## src/rtl/mem_stage.sv

```systemverilog
// MEM pipeline stage: performs loads/stores over a req/ack data-memory bus and drives MEM/WB fields.
// Optional MEM_ALIGN_CHECK_EN: misaligned accesses are dropped with a one-cycle misalign_o strobe.
module mem_stage #(
    parameter int unsigned TIMEOUT_CYC = 16
) (
    input  logic        clk_i,
    input  logic        rst_i,
    input  logic [1:0]  WB_i,
    input  logic [1:0]  M_i,
    input  logic [31:0] ALU_output_i,
    input  logic [31:0] fw2_i,
    input  logic [4:0]  reg_dst_i,
    output logic        stall_o,
    output logic        dmem_req_o,
    output logic        dmem_we_o,
    output logic [31:0] dmem_addr_o,
    output logic [31:0] dmem_wdata_o,
    input  logic [31:0] dmem_rdata_i,
    input  logic        dmem_ack_i,
    output logic [1:0]  WB_o,
    output logic [31:0] mem_data_o,
    output logic [31:0] ALU_output_o,
    output logic [4:0]  reg_dst_o,
    output logic        bus_err_o,
    output logic        misalign_o
);
    localparam int unsigned CNT_W = 8;
    localparam logic [CNT_W-1:0] CNT_LAST = CNT_W'(TIMEOUT_CYC - 1);

    typedef enum logic {IDLE, BUSY} state_t;

    state_t           state, state_nxt;
    logic [CNT_W-1:0] cnt, cnt_nxt;
    logic [1:0]       hold_wb, hold_wb_nxt;
    logic [4:0]       hold_rd, hold_rd_nxt;
    logic             req_nxt, we_nxt, bus_err_nxt, misalign_nxt;
    logic [31:0]      addr_nxt, wdata_nxt, mem_data_nxt, alu_nxt;
    logic [1:0]       wb_nxt;
    logic [4:0]       rd_nxt;
    logic             access, misaligned;

    assign access = |M_i;

`ifdef MEM_ALIGN_CHECK_EN
    assign misaligned = access && (ALU_output_i[1:0] != 2'b00);
`else
    assign misaligned = 1'b0;
`endif

    // State and all output/holding registers
    always_ff @(posedge clk_i or posedge rst_i) begin
        if (rst_i) begin
            state        <= IDLE;
            cnt          <= '0;
            hold_wb      <= '0;
            hold_rd      <= '0;
            dmem_req_o   <= 1'b0;
            dmem_we_o    <= 1'b0;
            dmem_addr_o  <= '0;
            dmem_wdata_o <= '0;
            WB_o         <= '0;
            mem_data_o   <= '0;
            ALU_output_o <= '0;
            reg_dst_o    <= '0;
            bus_err_o    <= 1'b0;
            misalign_o   <= 1'b0;
        end else begin
            state        <= state_nxt;
            cnt          <= cnt_nxt;
            hold_wb      <= hold_wb_nxt;
            hold_rd      <= hold_rd_nxt;
            dmem_req_o   <= req_nxt;
            dmem_we_o    <= we_nxt;
            dmem_addr_o  <= addr_nxt;
            dmem_wdata_o <= wdata_nxt;
            WB_o         <= wb_nxt;
            mem_data_o   <= mem_data_nxt;
            ALU_output_o <= alu_nxt;
            reg_dst_o    <= rd_nxt;
            bus_err_o    <= bus_err_nxt;
            misalign_o   <= misalign_nxt;
        end
    end

    // Next-state and stall; bus address/data registers double as the in-flight holding copy
    always_comb begin
        state_nxt    = state;
        cnt_nxt      = cnt;
        hold_wb_nxt  = hold_wb;
        hold_rd_nxt  = hold_rd;
        req_nxt      = dmem_req_o;
        we_nxt       = dmem_we_o;
        addr_nxt     = dmem_addr_o;
        wdata_nxt    = dmem_wdata_o;
        wb_nxt       = WB_o;
        mem_data_nxt = mem_data_o;
        alu_nxt      = ALU_output_o;
        rd_nxt       = reg_dst_o;
        bus_err_nxt  = bus_err_o;
        misalign_nxt = 1'b0;
        stall_o      = 1'b0;

        case (state)
            IDLE: begin
                if (misaligned) begin
                    wb_nxt       = 2'b00;
                    alu_nxt      = ALU_output_i;
                    rd_nxt       = reg_dst_i;
                    misalign_nxt = 1'b1;
                end else if (access) begin
                    stall_o     = 1'b1;
                    addr_nxt    = ALU_output_i;
                    wdata_nxt   = fw2_i;
                    we_nxt      = M_i[0];
                    hold_wb_nxt = WB_i;
                    hold_rd_nxt = reg_dst_i;
                    req_nxt     = 1'b1;
                    cnt_nxt     = '0;
                    wb_nxt      = 2'b00;
                    state_nxt   = BUSY;
                end else begin
                    wb_nxt  = WB_i;
                    alu_nxt = ALU_output_i;
                    rd_nxt  = reg_dst_i;
                end
            end
            BUSY: begin
                if (dmem_ack_i) begin
                    wb_nxt    = hold_wb;
                    alu_nxt   = dmem_addr_o;
                    rd_nxt    = hold_rd;
                    req_nxt   = 1'b0;
                    state_nxt = IDLE;
                    if (!dmem_we_o) begin
                        mem_data_nxt = dmem_rdata_i;
                    end
                end else if (cnt == CNT_LAST) begin
                    // Abort: release the pipeline, suppress write-back, flag the error
                    bus_err_nxt = 1'b1;
                    wb_nxt      = 2'b00;
                    req_nxt     = 1'b0;
                    state_nxt   = IDLE;
                end else begin
                    stall_o = 1'b1;
                    wb_nxt  = 2'b00;
                    cnt_nxt = cnt + CNT_W'(1);
                end
            end
            default: state_nxt = IDLE;
        endcase
    end

endmodule

```

## config.mk

```make
export PLATFORM = sky130hd
export DESIGN_NAME = mem_stage
export DESIGN_NICKNAME = d
export VERILOG_FILES = /design/src/rtl/mem_stage.sv
export SDC_FILE = /design/constraint.sdc
export NUM_CORES = 1
export LEC_CHECK = 0
export ABC_AREA = 1
export CORE_MARGIN = 10
export CORE_UTILIZATION = 40
export DETAILED_ROUTE_END_ITERATION = 6
export PLACE_DENSITY = 0.77
export SLEW_MARGIN = 20
export SYNTH_ARGS = -nofsm -noshare
export SYNTH_HDL_FRONTEND = slang
export SYNTH_SLANG_ARGS = --single-unit
export TNS_END_PERCENT = 20
```

## constraint.sdc

```tcl
create_clock -name clk_i -period 8.3 [get_ports clk_i]
set_input_delay 1.245 -clock clk_i [delete_from_list [all_inputs] [get_ports clk_i]]
set_output_delay 1.245 -clock clk_i [all_outputs]
set_load 0.02 [all_outputs]
```

After elaboration in Yosys (flattened, before gate mapping)
Index checks and enable logic that the tools add are counted.
- bitwise gates (word level): 3
- $add $sub $neg: 1
- equality and inequality tests: 7
- reduce and logical (&&, ||, !) cells: 7
- mux-type cells: 21
- operators by type and width (operator ; number):
    2-to-1 mux 32 bit ; 2
    case mux 32 bit (2 select lines) ; 1
    2-to-1 mux 8 bit ; 3
    case mux 8 bit (2 select lines) ; 1
    2-to-1 mux 5 bit ; 2
    != test 2 bit, second input constant ; 5
    case mux 5 bit (2 select lines) ; 1
    AND reduction 3 bit ; 3
    adder 8 x 1 -> 8 bit, second input constant ; 1
    equality test 8 x 4 -> 1 bit, second input constant ; 1
    2-to-1 mux 1 bit ; 6
    AND reduction 2 bit ; 3
    2-to-1 mux 2 bit ; 2
    case mux 1 bit (2 select lines) ; 2
    case mux 2 bit (2 select lines) ; 1
    != test 3 x 2 -> 1 bit, second input constant ; 1
    inverter 1 bit ; 3
    OR reduction 2 bit ; 1
- register bits: 154

Logic depth before layout (Yosys ltp)
Gate-level depths: netlist of run 1.
- depth in word-level cells: 4
- depth in mapped cells: 8
- depth with buffers taken out: 8

Worst setup path before layout of run 1
Ideal clock, no wire load.
- kind: input to output
- start point: input M_i[1]
- end point: output stall_o
- path slack: 5137 ps
- data arrival time: 1918 ps
- buffers on the path: 2
- cell stages on the path: 4
- cells stage by stage: o21ai_2 > buf_6 > buf_4 > nand2_1
- cells in the longest elaborated chain, start to end: 3
- RTL lines (item ; line ; RTL):
    start, declared ; 9 ; input logic [1:0] M_i,
    OR reduction 2 bit ; 42 ; assign access = |M_i;
    2-to-1 mux 1 bit ; 110 ; end else if (access) begin
    case mux 1 bit (2 select lines) ; 103 ; case (state)
    end, declared ; 13 ; output logic stall_o,
Every way passes these cells.

Worst setup path after layout of run 1
- start point: register state
- end point: output stall_o
- cells in the longest elaborated chain, start to end: 2
- RTL lines (item ; line ; RTL):
    start, declared ; 32 ; state_t state, state_nxt;
    start signal, assigned ; 68 ; state <= state_nxt;
    inverter 1 bit (no line) ; - ;
    case mux 1 bit (2 select lines) * ; 103 ;
Mark *: on every way between the ends. The rest lies on a longest branch, timed or not.

==> run summary, run 1 <==
Final Hold Vio Count = 0
Most Crowded Layer GR = met2
Initial Util = 0.412
Register area share after synthesis = 0.608
Routed length per instance = 18.3 um
Critical path launch point type = flop
Area fraction of the dominant cell type after synthesis = 0.608
Peak supply drop = 0.000182 V
Final worst slack = 3.53 ns
# diodes = 0
Dpl hpwl = 13.1 mm
Post-synth EDFFs = 0
Tmin final = 4.77 ns
Cell Chain, Critical Path = inv_2 -> nor2_1 -> o21ai_1 -> nand2_1 -> clkdlybuf4s50_1
Slew margin rel. = 0.280
Fmax = 210 MHz
Setup CP Type = reg2out
Post-Route WL = 17.9 mm
RSZ-0062 raised after global routing = no
Leak = 4.10 nW
Grt met2 use = 0.282
Vias = 4780
Layout Nets = 865
Hold slack = 0.490 ns
Fin Setup TNS = 0 ns
Critical R2R Launch = state$_DFF_PP0_
GPL Wtd Cong = 0.766
Fin crit share = 0.574
Flop-to-flop setup slack = 5.15 ns
Critical path arrival = 3.52 ns
First-pass GRT wire length = 29.1 mm
Flops & latches, synth = 154
Mean Syn Cell Area = 12.2 um2
# placed instances = 948
Die Area = 0.0213 mm2
CTS root buffer = clkbuf_16
CTS resizes = 0
Syn Inst Count = 520
Antenna Nets Post-Route = 0
P per Cell Area = 380 mW/mm2
Synth Flop Type = dfrtp_1
# IOs = 248
Hold wc startpoint = dmem_req_o$_DFFE_PP0P_
Hold path depth = 2
Vias/cell = 4.88
Final Setup Violations = 0
Critical-path top delay cell = dfrtp_2
Max-Cap Viols = 0
All-layer global routing usage = 0.170
Largest area contributor in the netlist = dfrtp_1
Non-filler instance count after layout = 979
Vias in the first global route = 5158
# DRC = 0
Slew @ Worst Pin = 1.08 ns
Pre-antenna DRT Iters = 5
Worst path required time = 7.05 ns
Crit end category = output pin
Crit-path max FO = 44
Register clock-pin slew on the reported worst setup and hold paths = 0.06 ns
Setup Skew = 0.00554 ns
Post-CTS Hold Buffers = 0
Dpl ws = 3.74 ns
Clk sinks = 154
Mapped Nets = 629
Async set-reset flop share out of synthesis = 1.00
Largest net degree at the start of global routing = 84
Die Y-Extent = 146 um
Number of max-slew violations in the final report = 0
R2r worst-path depth = 4
Cell area after synthesis = 0.00633 mm2
Layout cells sized above 1 = 0.181
Number of port buffers = 246
# H-tree levels = 4
Total CTS buffers = 17
Unique cell type count in the Yosys netlist = 23
Min-Delay Endpoint = dmem_req_o$_DFFE_PP0P_
Core area = 0.0154 mm2
Reg2reg end = dmem_wdata_o[12]$_DFFE_PP0P_
Synth warn = 0
Grt total ovfl = 0
Initial antenna violation count = 0
TritonCTS clock tree = yes
Die W = 146 um
GR met3 Demand/Resource = 0.0835
P&R area growth vs syn = 49.9%
Synth area leaders = dfrtp_1 (61%), mux2_2 (13%), mux2_4 (7.1%), nand2_1 (6.2%), a31oi_1 (3.7%)
Hold crit path type = reg2reg
Setup Fix Bufs, Post-CTS = 0
Max clock buf depth = 2
Status = finished, final reports clean
Met1 Use GR = 0.193
DR iter-0 viols = 277
Clock latency on the worst-skew pair = 0.41 ns
Slowest stage delay, CP = 0.92 ns
Rows = 45
## worst max-delay path by stage
stage               cells past startpoint                     endpoint            start
finish                                  5                      stall_o  state$_DFF_PP0_
global route                            5                      stall_o  state$_DFF_PP0_
CTS                                     5                      stall_o  state$_DFF_PP0_
detailed placement                      5                      stall_o       dmem_ack_i
global placement                        5                      stall_o       dmem_ack_i
floorplan                               1  ALU_output_o[0]$_DFFE_PP0P_            rst_i
## kinds of logic (layout without fill, tap and decap cells)
kind of cell | Yosys count | count (layout) | synth area share
other | 1 | 1 | 0.000592
and+or+nand+nor | 171 | 171 | 0.105
DFF | 154 | 154 | 0.608
muxes | 102 | 102 | 0.199
xor gates and xnor gates | 3 | 3 | 0.00415
buffers and inverters | 40 | 288 | 0.0346
adders and majority gates | 1 | 1 | 0.00198
AOI/OAI and AO/OA | 48 | 48 | 0.0466
## synthesized netlist by cell type, types with 2 or more instances
| master | instances |
|---|---|
| clkbuf_1 | 10 |
| buf_4 | 4 |
| xor2_1 | 2 |
| mux2_4 | 30 |
| mux2_2 | 72 |
| inv_1 | 7 |
| buf_2 | 13 |
| o21ai_0 | 7 |
| nand3_1 | 14 |
| nand2_1 | 105 |
| buf_6 | 5 |
| nor2_1 | 51 |
| dfrtp_1 | 154 |
| a31oi_1 | 37 |
## through the flow
step                utilization  power (mW)  cell area (um2)
floorplan                     -        2.07             6330
global placement          0.580        2.82             8910
detailed placement        0.580        2.87             8910
CTS                       0.618        3.66             9490
global route              0.618        3.80             9500
finish                    0.618        3.61             9500
## routing by layer
metal / up-vias / wire length, um
li1: 2230 / -
met1: 2333 / 7140
met2: 204 / 8960
met3: 13 / 1710
met4: 0 / 131
met5: - / 0
## sequential cells by signal (all words and copies together) (netlist names)
signal and flops:
hold_wb 2, bus_err_o 1, dmem_we_o 1, state 1, dmem_addr_o 32, hold_rd 5
mem_data_o 32, dmem_req_o 1, reg_dst_o 5, cnt 8, dmem_wdata_o 32, ALU_output_o 32
WB_o 2
## worst max-delay path: cells and delay by family, from the launching register on
kind	cells	cell delay, ns
compound gates	1	0.32
buf+inv	2	1.24
flops	1	0.92
simple gates	2	0.61
## cell usage in the layout (no fill, tap or decap), types with 2 or more instances in the layout
cell             count
nand3_1             14
xor2_1               2
clkinvlp_4           4
o21ai_0              7
bufinv_16            3
nor2_1              51
clkdlybuf4s50_1    246
clkinv_2             2
clkbuf_1             3
mux2_4              30
a31oi_1             37
buf_4                3
dfrtp_1            153
inv_1                6
mux2_2              72
clkbuf_16           17
nand2_1            104
inv_6                2
## report_power, final
part,internal [mW],switching (mW)
logic,0.816,0.768
registers,1.05,0.201
clock network,0.471,0.299
## final cells by class
cell class	instances	area (um2)
Fill cell	1190	5870
Sequential cell	154	3850
Timing Repair Buffer	249	2480
Multi-Input combinational cell	326	2270
Clock buffer	20	437
Tap cell	211	264
Clock inverter	11	148
Inverter	8	35.0
(Power assumes the default switching activity.)
==> inputs of run 2 (changes only) <==
--- a/config.mk
+++ b/config.mk
@@ -9,7 +9,7 @@
 export CORE_MARGIN = 10
 export CORE_UTILIZATION = 40
 export DETAILED_ROUTE_END_ITERATION = 6
-export PLACE_DENSITY = 0.77
+export PLACE_DENSITY = 0.8
 export SLEW_MARGIN = 20
 export SYNTH_ARGS = -nofsm -noshare
 export SYNTH_HDL_FRONTEND = slang
==> constraint.sdc (replaced) <==
create_clock -name clk_i -period 4 [get_ports clk_i]
set_input_delay 0.6 -clock clk_i [delete_from_list [all_inputs] [get_ports clk_i]]
set_output_delay 0.6 -clock clk_i [all_outputs]
set_load 0.02 [all_outputs]
==> run 2 against run 1 <==
Against the previous run: worst setup slack lost 3.0 ns; sequential cell count is the same; sequential power grew 100%; utilization grew 0.83 points; first-iteration DRC count shrank 20%; critical path depth is the same; non-clock buffer count grew 5; sequential share of layout area shrank 0.54 points; register-to-register slack lost 3.5 ns; total power grew 110%; count of clock-buffer cells in the layout grew 2.
==> run summary, run 2 (synthesized netlist as in run 1, its figures left out) <==
Fill cell count = 1171 (-1.6%)
Most frequent cells in the layout = clkdlybuf4s50_1 (246), dfrtp_1 (153), nand2_1 (104), mux2_2 (72), nor2_1 (51)
Die W = 146 um (unchanged)
Die Y-Extent = 146 um (unchanged)
Number of max-slew violations in the final report = 0 (unchanged)
Post-CTS Hold Buffers = 0 (unchanged)
TritonCTS clock tree = yes
Initial Util = 0.412 (unchanged)
Fin Setup TNS = 0 ns (unchanged)
Routed length per instance = 18.7 um (+2.3%)
Final Setup Violations = 0 (unchanged)
Slew @ Worst Pin = 1.06 ns (-0.0226 ns)
CTS resizes = 0 (unchanged)
Clock latency on the worst-skew pair = 0.42 ns (about the same)
Layout cells sized above 1 = 0.187 (+0.00635)
Hold crit path type = reg2reg
Grt met2 use = 0.304 (+0.0225)
Slew margin rel. = 0.295 (+0.0151)
DR iter-0 viols = 221 (-20%)
Max clock buf depth = 2 (unchanged)
# IOs = 248 (unchanged)
Final worst slack = 0.506 ns (-3.03 ns)
Antenna Nets Post-Route = 0 (unchanged)
RSZ-0062 raised after global routing = no
Fmax = 286 MHz
Met1 Use GR = 0.195 (+0.00212)
Crit end category = output pin
Pre-antenna DRT Iters = 5 (unchanged)
Vias = 4769 (-0.23%)
Critical path launch point type = flop
Leak = 4.17 nW (+1.8%)
First-pass GRT wire length = 30.1 mm (+3.2%)
Core area = 0.0154 mm2 (unchanged)
Rows = 45 (unchanged)
Setup CP Type = reg2out
Tmin final = 3.49 ns
Grt total ovfl = 0 (unchanged)
Worst path required time = 3.40 ns (-3.65 ns)
Register clock-pin slew on the reported worst setup and hold paths = 0.06 ns (about the same)
Critical path arrival = 2.89 ns (-0.63 ns)
Vias in the first global route = 5306 (+2.9%)
# H-tree levels = 4 (unchanged)
Fin crit share = 0.873
# DRC = 0 (unchanged)
Largest net degree at the start of global routing = 94 (+12%)
Max-Cap Viols = 0 (unchanged)
Most Crowded Layer GR = met2
CTS root buffer = clkbuf_16
Clk sinks = 154 (unchanged)
Status = finished, final reports clean
Most common cell after layout, fill and taps aside = clkdlybuf4s50_1
Number of port buffers = 246 (unchanged)
Crit-path max FO = 12 (-73%)
Vias/cell = 4.84 (-0.94%)
GPL Wtd Cong = 0.810 (+5.7%)
Post-Route WL = 18.5 mm (+3.0%)
Total CTS buffers = 17 (unchanged)
P per Cell Area = 799 mW/mm2 (+110%)
Setup Skew = 0.0104 ns (+0.00484 ns)
Dpl hpwl = 13.6 mm (+3.2%)
Dpl ws = 0.807 ns (-2.93 ns)
Die Area = 0.0213 mm2 (unchanged)
P&R area growth vs syn = 52.0%
Setup Fix Bufs, Post-CTS = 0 (unchanged)
GR met3 Demand/Resource = 0.0789 (-0.00466)
Peak supply drop = 0.000452 V (+150%)
Total Power = 7.69 mW (+110%)
All-layer global routing usage = 0.176 (+0.00651)
Final Hold Vio Count = 0 (unchanged)
Layout Nets = 870 (+0.58%)
Initial antenna violation count = 1 (+1)
[run 2: power by group]
part	switching, mW	leakage [nW]	total (mW)	internal (mW)
Combinational	1.64	2.05	3.35	1.70
Sequential	0.391	1.80	2.58	2.19
Clock	0.618	0.319	1.76	1.14
Total	2.65	4.17	7.69	5.04
[run 2: stage by stage]
step	hold WS, ns	cells	utilization	cell area, um2
after floorplan	0.454	520	-	6340
after global placement	0.463	953	0.584	8970
after detailed placement	0.480	953	0.584	8970
after CTS	0.497	985	0.626	9620
after global routing	0.520	986	0.626	9620
final	0.485	986	0.626	9620
[run 2: routing by layer]
layer	routed length (um)	share of wire	vias to the layer above
met2	9520	0.52	188
li1	-	-	2235
met5	0	0	-
met4	127	0.0069	0
met1	7100	0.38	2338
met3	1740	0.094	8
[run 2: worst paths after layout]
check	slack [ns]	to	cells past startpoint	start
min in group asynchronous	0.69	dmem_addr_o[4]$_DFFE_PP0P_	3	rst_i
worst min-delay path	0.49	dmem_req_o$_DFFE_PP0P_	2	dmem_req_o$_DFFE_PP0P_
max in group asynchronous	2.86	dmem_addr_o[29]$_DFFE_PP0P_	3	rst_i
worst min register to register	0.49	dmem_req_o$_DFFE_PP0P_	2	dmem_req_o$_DFFE_PP0P_
worst max-delay path	0.51	stall_o	5	cnt[0]$_DFFE_PP0P_
worst max register to register	1.61	ALU_output_o[26]$_DFFE_PP0P_	7	state$_DFF_PP0_
[run 2: cell type report]
type	instances	area (um2)	area share
clock buffer	22	464	0.0482
clock inverter	10	186	0.0194
multi-input combinational	326	2270	0.236
antenna	1	2.50	0.000260
timing repair buffer	254	2550	0.265
tap	211	264	0.0274
inverter	8	33.8	0.00351
sequential	154	3850	0.401
[run 2: worst max-delay path, stage by stage (launching register included)]
cell,delay (ns)
dfrtp_1,0.40
ha_1,0.24
nand3_1,0.18
o21ai_1,0.63
nand2_1,0.39
clkdlybuf4s50_1,0.64
==> inputs of run 3 (changes only) <==
--- a/config.mk
+++ b/config.mk
@@ -6,8 +6,8 @@
 export NUM_CORES = 1
 export LEC_CHECK = 0
 export ABC_AREA = 1
-export CORE_MARGIN = 10
 export CORE_UTILIZATION = 40
+export CTS_CLUSTER_DIAMETER = 30
 export DETAILED_ROUTE_END_ITERATION = 6
 export PLACE_DENSITY = 0.8
 export SLEW_MARGIN = 20
==> run 3 against run 2 <==
Against the previous run: global-route usage up 3.2 points; critical path depth unchanged; highest routed layer unchanged; first-iteration DRC count up 1.4%; total power down 2.7%; largest cell class unchanged; register-to-register slack worse by 0.16 ns; final area down 0.86%.
==> run summary, run 3 (synthesized netlist as in run 1, its figures left out) <==
Peak supply drop = 0.000454 V (+0.34%)
Die W = 128 um (-12%)
Hold crit path type = reg2reg
Die Area = 0.0163 mm2 (-23%)
Max clock buf depth = 2 (unchanged)
Vias in the first global route = 5132 (-3.3%)
Sw Share = 0.350 (+0.00502)
Post-route cell area = 0.00954 mm2 (-0.86%)
Max-Cap Viols = 0 (unchanged)
Setup CP Type = reg2out
Final Setup Violations = 0 (unchanged)
Layout cells sized above 1 = 0.189 (+0.00129)
Buffer and inverter count on the worst path = 1 (unchanged)
Status = finished, final reports clean
Antenna Nets Post-Route = 0 (unchanged)
Number of port buffers = 246 (unchanged)
Largest net degree at the start of global routing = 85 (-9.6%)
# DRC = 0 (unchanged)
Pre-antenna DRT Iters = 6 (+1)
Tmin final = 3.45 ns (-0.0404 ns)
Critical R2R Launch = state$_DFF_PP0_
Critical path arrival = 2.85 ns (-0.04 ns)
Cell Chain, Critical Path = ha_1 -> nand3_1 -> o21ai_1 -> nand2_1 -> clkdlybuf4s50_1
Critical path launch point type = flop
Initial Util = 0.414 (+0.00151)
Sequential power share = 0.345 (+0.010)
Setup Fix Bufs, Post-CTS = 0 (unchanged)
Most frequent cells in the layout = clkdlybuf4s50_1 (246), dfrtp_1 (153), nand2_1 (104), mux2_2 (72), nor2_1 (51)
Clock network fraction of total power = 0.213 (-0.016)
Slowest stage delay, CP = 0.65 ns (about the same)
Initial antenna violation count = 0 (-1)
TritonCTS clock tree = yes
DR iter-0 viols = 224 (+1.4%)
Rows = 45 (unchanged)
Critical-path top delay cell = o21ai_1
Clk sinks = 154 (unchanged)
Post-CTS Hold Buffers = 0 (unchanged)
Most common cell after layout, fill and taps aside = clkdlybuf4s50_1
Flop-to-flop setup slack = 1.45 ns (-0.16 ns)
Fmax = 290 MHz (+1.2%)
Die Y-Extent = 128 um (-12%)
Layout Nets = 870 (unchanged)
# IOs = 248 (unchanged)
Placed cell areas = 0.00896 mm2 (-0.14%)
Total CTS buffers = 17 (unchanged)
Fin crit share = 0.863 (-0.0101)
Register clock-pin slew on the reported worst setup and hold paths = 0.06 ns (about the same)
Hold wc startpoint = dmem_req_o$_DFFE_PP0P_
Crit end category = output pin
CTS resizes = 0 (unchanged)
Internal power = 4.86 mW (-3.4%)
GPL Wtd Cong = 0.803 (-0.90%)
Switch Pwr = 2.62 mW (-1.3%)
# diodes = 0 (-1)
Critical Path Source = cnt[0]$_DFFE_PP0P_
P&R area growth vs syn = 50.7%
Grt total ovfl = 0 (unchanged)
Worst path required time = 3.40 ns (about the same)
Family with the most delay on the worst path = compound AO/OA/AOI/OAI gates
Setup Skew = 0.00917 ns (-0.00122 ns)
Crit-path max FO = 12 (unchanged)
Post-Route WL = 16.6 mm (-9.9%)
Clock latency on the worst-skew pair = 0.41 ns (about the same)
First-pass GRT wire length = 26.0 mm (-13%)
Dpl hpwl = 11.7 mm (-14%)
Routed length per instance = 16.9 um (-9.8%)
Total Power = 7.48 mW (-2.7%)
CTS root buffer = clkbuf_16
Slew @ Worst Pin = 0.846 ns (-0.212 ns)
All-layer global routing usage = 0.209 (+0.0323)
Vias = 4856 (+1.8%)
Leak = 4.14 nW (-0.81%)
Comb power frac = 0.442 (+0.007)
Vias/cell = 4.93 (+1.9%)
Final Hold Vio Count = 0 (unchanged)
P per Cell Area = 784 mW/mm2 (-1.9%)
Fin Setup TNS = 0 ns (unchanged)
Number of max-slew violations in the final report = 0 (unchanged)
Slew margin rel. = 0.436 (+0.141)
# H-tree levels = 4 (unchanged)
RSZ-0062 raised after global routing = no
Core area = 0.0153 mm2 (-0.37%)
==> run 3: cell count changes in the layout (fill, tap and decap cells not counted) <==
cell,change
buf_12,-1
buf_4,+1
bufinv_16,-2
clkbuf_1,-1
clkbuf_8,-2
clkinv_2,+5
clkinvlp_4,+1
diode_2,-1
inv_6,-1
==> run 3: power groups by stage <==
stage	sequential (mW)	combinational [mW]	clock (mW)
5_1_grt	2.66	3.50	1.69
4_1_cts	2.59	3.34	1.63
6_report	2.58	3.31	1.59
3_5_place_dp	2.60	3.31	0
2_1_floorplan	3.28	1.02	0
3_3_place_gp	2.54	3.25	0
==> run 3: final timing paths <==
kind,to,depth (start not counted)
setup / recovery,stall_o,5
hold reg to reg,dmem_req_o$_DFFE_PP0P_,2
setup reg to reg,ALU_output_o[19]$_DFFE_PP0P_,7
max in group asynchronous,ALU_output_o[1]$_DFFE_PP0P_,3
min in group asynchronous,ALU_output_o[6]$_DFFE_PP0P_,2
hold / removal,dmem_req_o$_DFFE_PP0P_,2
==> run 3: area by class of cell <==
type | count | area (um2)
clock inverter | 13 | 150
clock buffer | 19 | 433
inverter | 8 | 33.8
tap | 211 | 264
fill | 1215 | 5770
timing repair buffer | 254 | 2530
sequential | 154 | 3850
multi-input combinational | 326 | 2270
==> run 3: per-layer routing <==
metal | vias up | track usage | part of all wire
li1 | 2233 | - | -
met1 | 2374 | 0.221 | 0.38
met2 | 221 | 0.368 | 0.50
met3 | 28 | 0.0822 | 0.090
met5 | - | 0 | 0
met4 | 0 | 0.0900 | 0.022
==> run 3: worst reg2reg max path, stage by stage, from the launching register on <==
cell,delay (ns)
dfrtp_2,0.41
inv_2,0.29
buf_4,0.39
nand2_1,0.18
nand2_2,0.35
buf_4,0.53
nor2_1,0.10
a31oi_1,0.20
==> run 3: through the flow <==
| step | setup WS [ns] | hold WS, ns | util | std cells |
|---|---|---|---|---|
| 2_1_floorplan | 1.46 | 0.454 | - | 520 |
| 3_3_place_gp | 0.880 | 0.460 | 0.585 | 953 |
| 3_5_place_dp | 0.803 | 0.473 | 0.585 | 953 |
| 4_1_cts | 0.578 | 0.489 | 0.623 | 985 |
| 5_1_grt | 0.375 | 0.517 | 0.623 | 985 |
| 6_report | 0.547 | 0.488 | 0.623 | 985 |
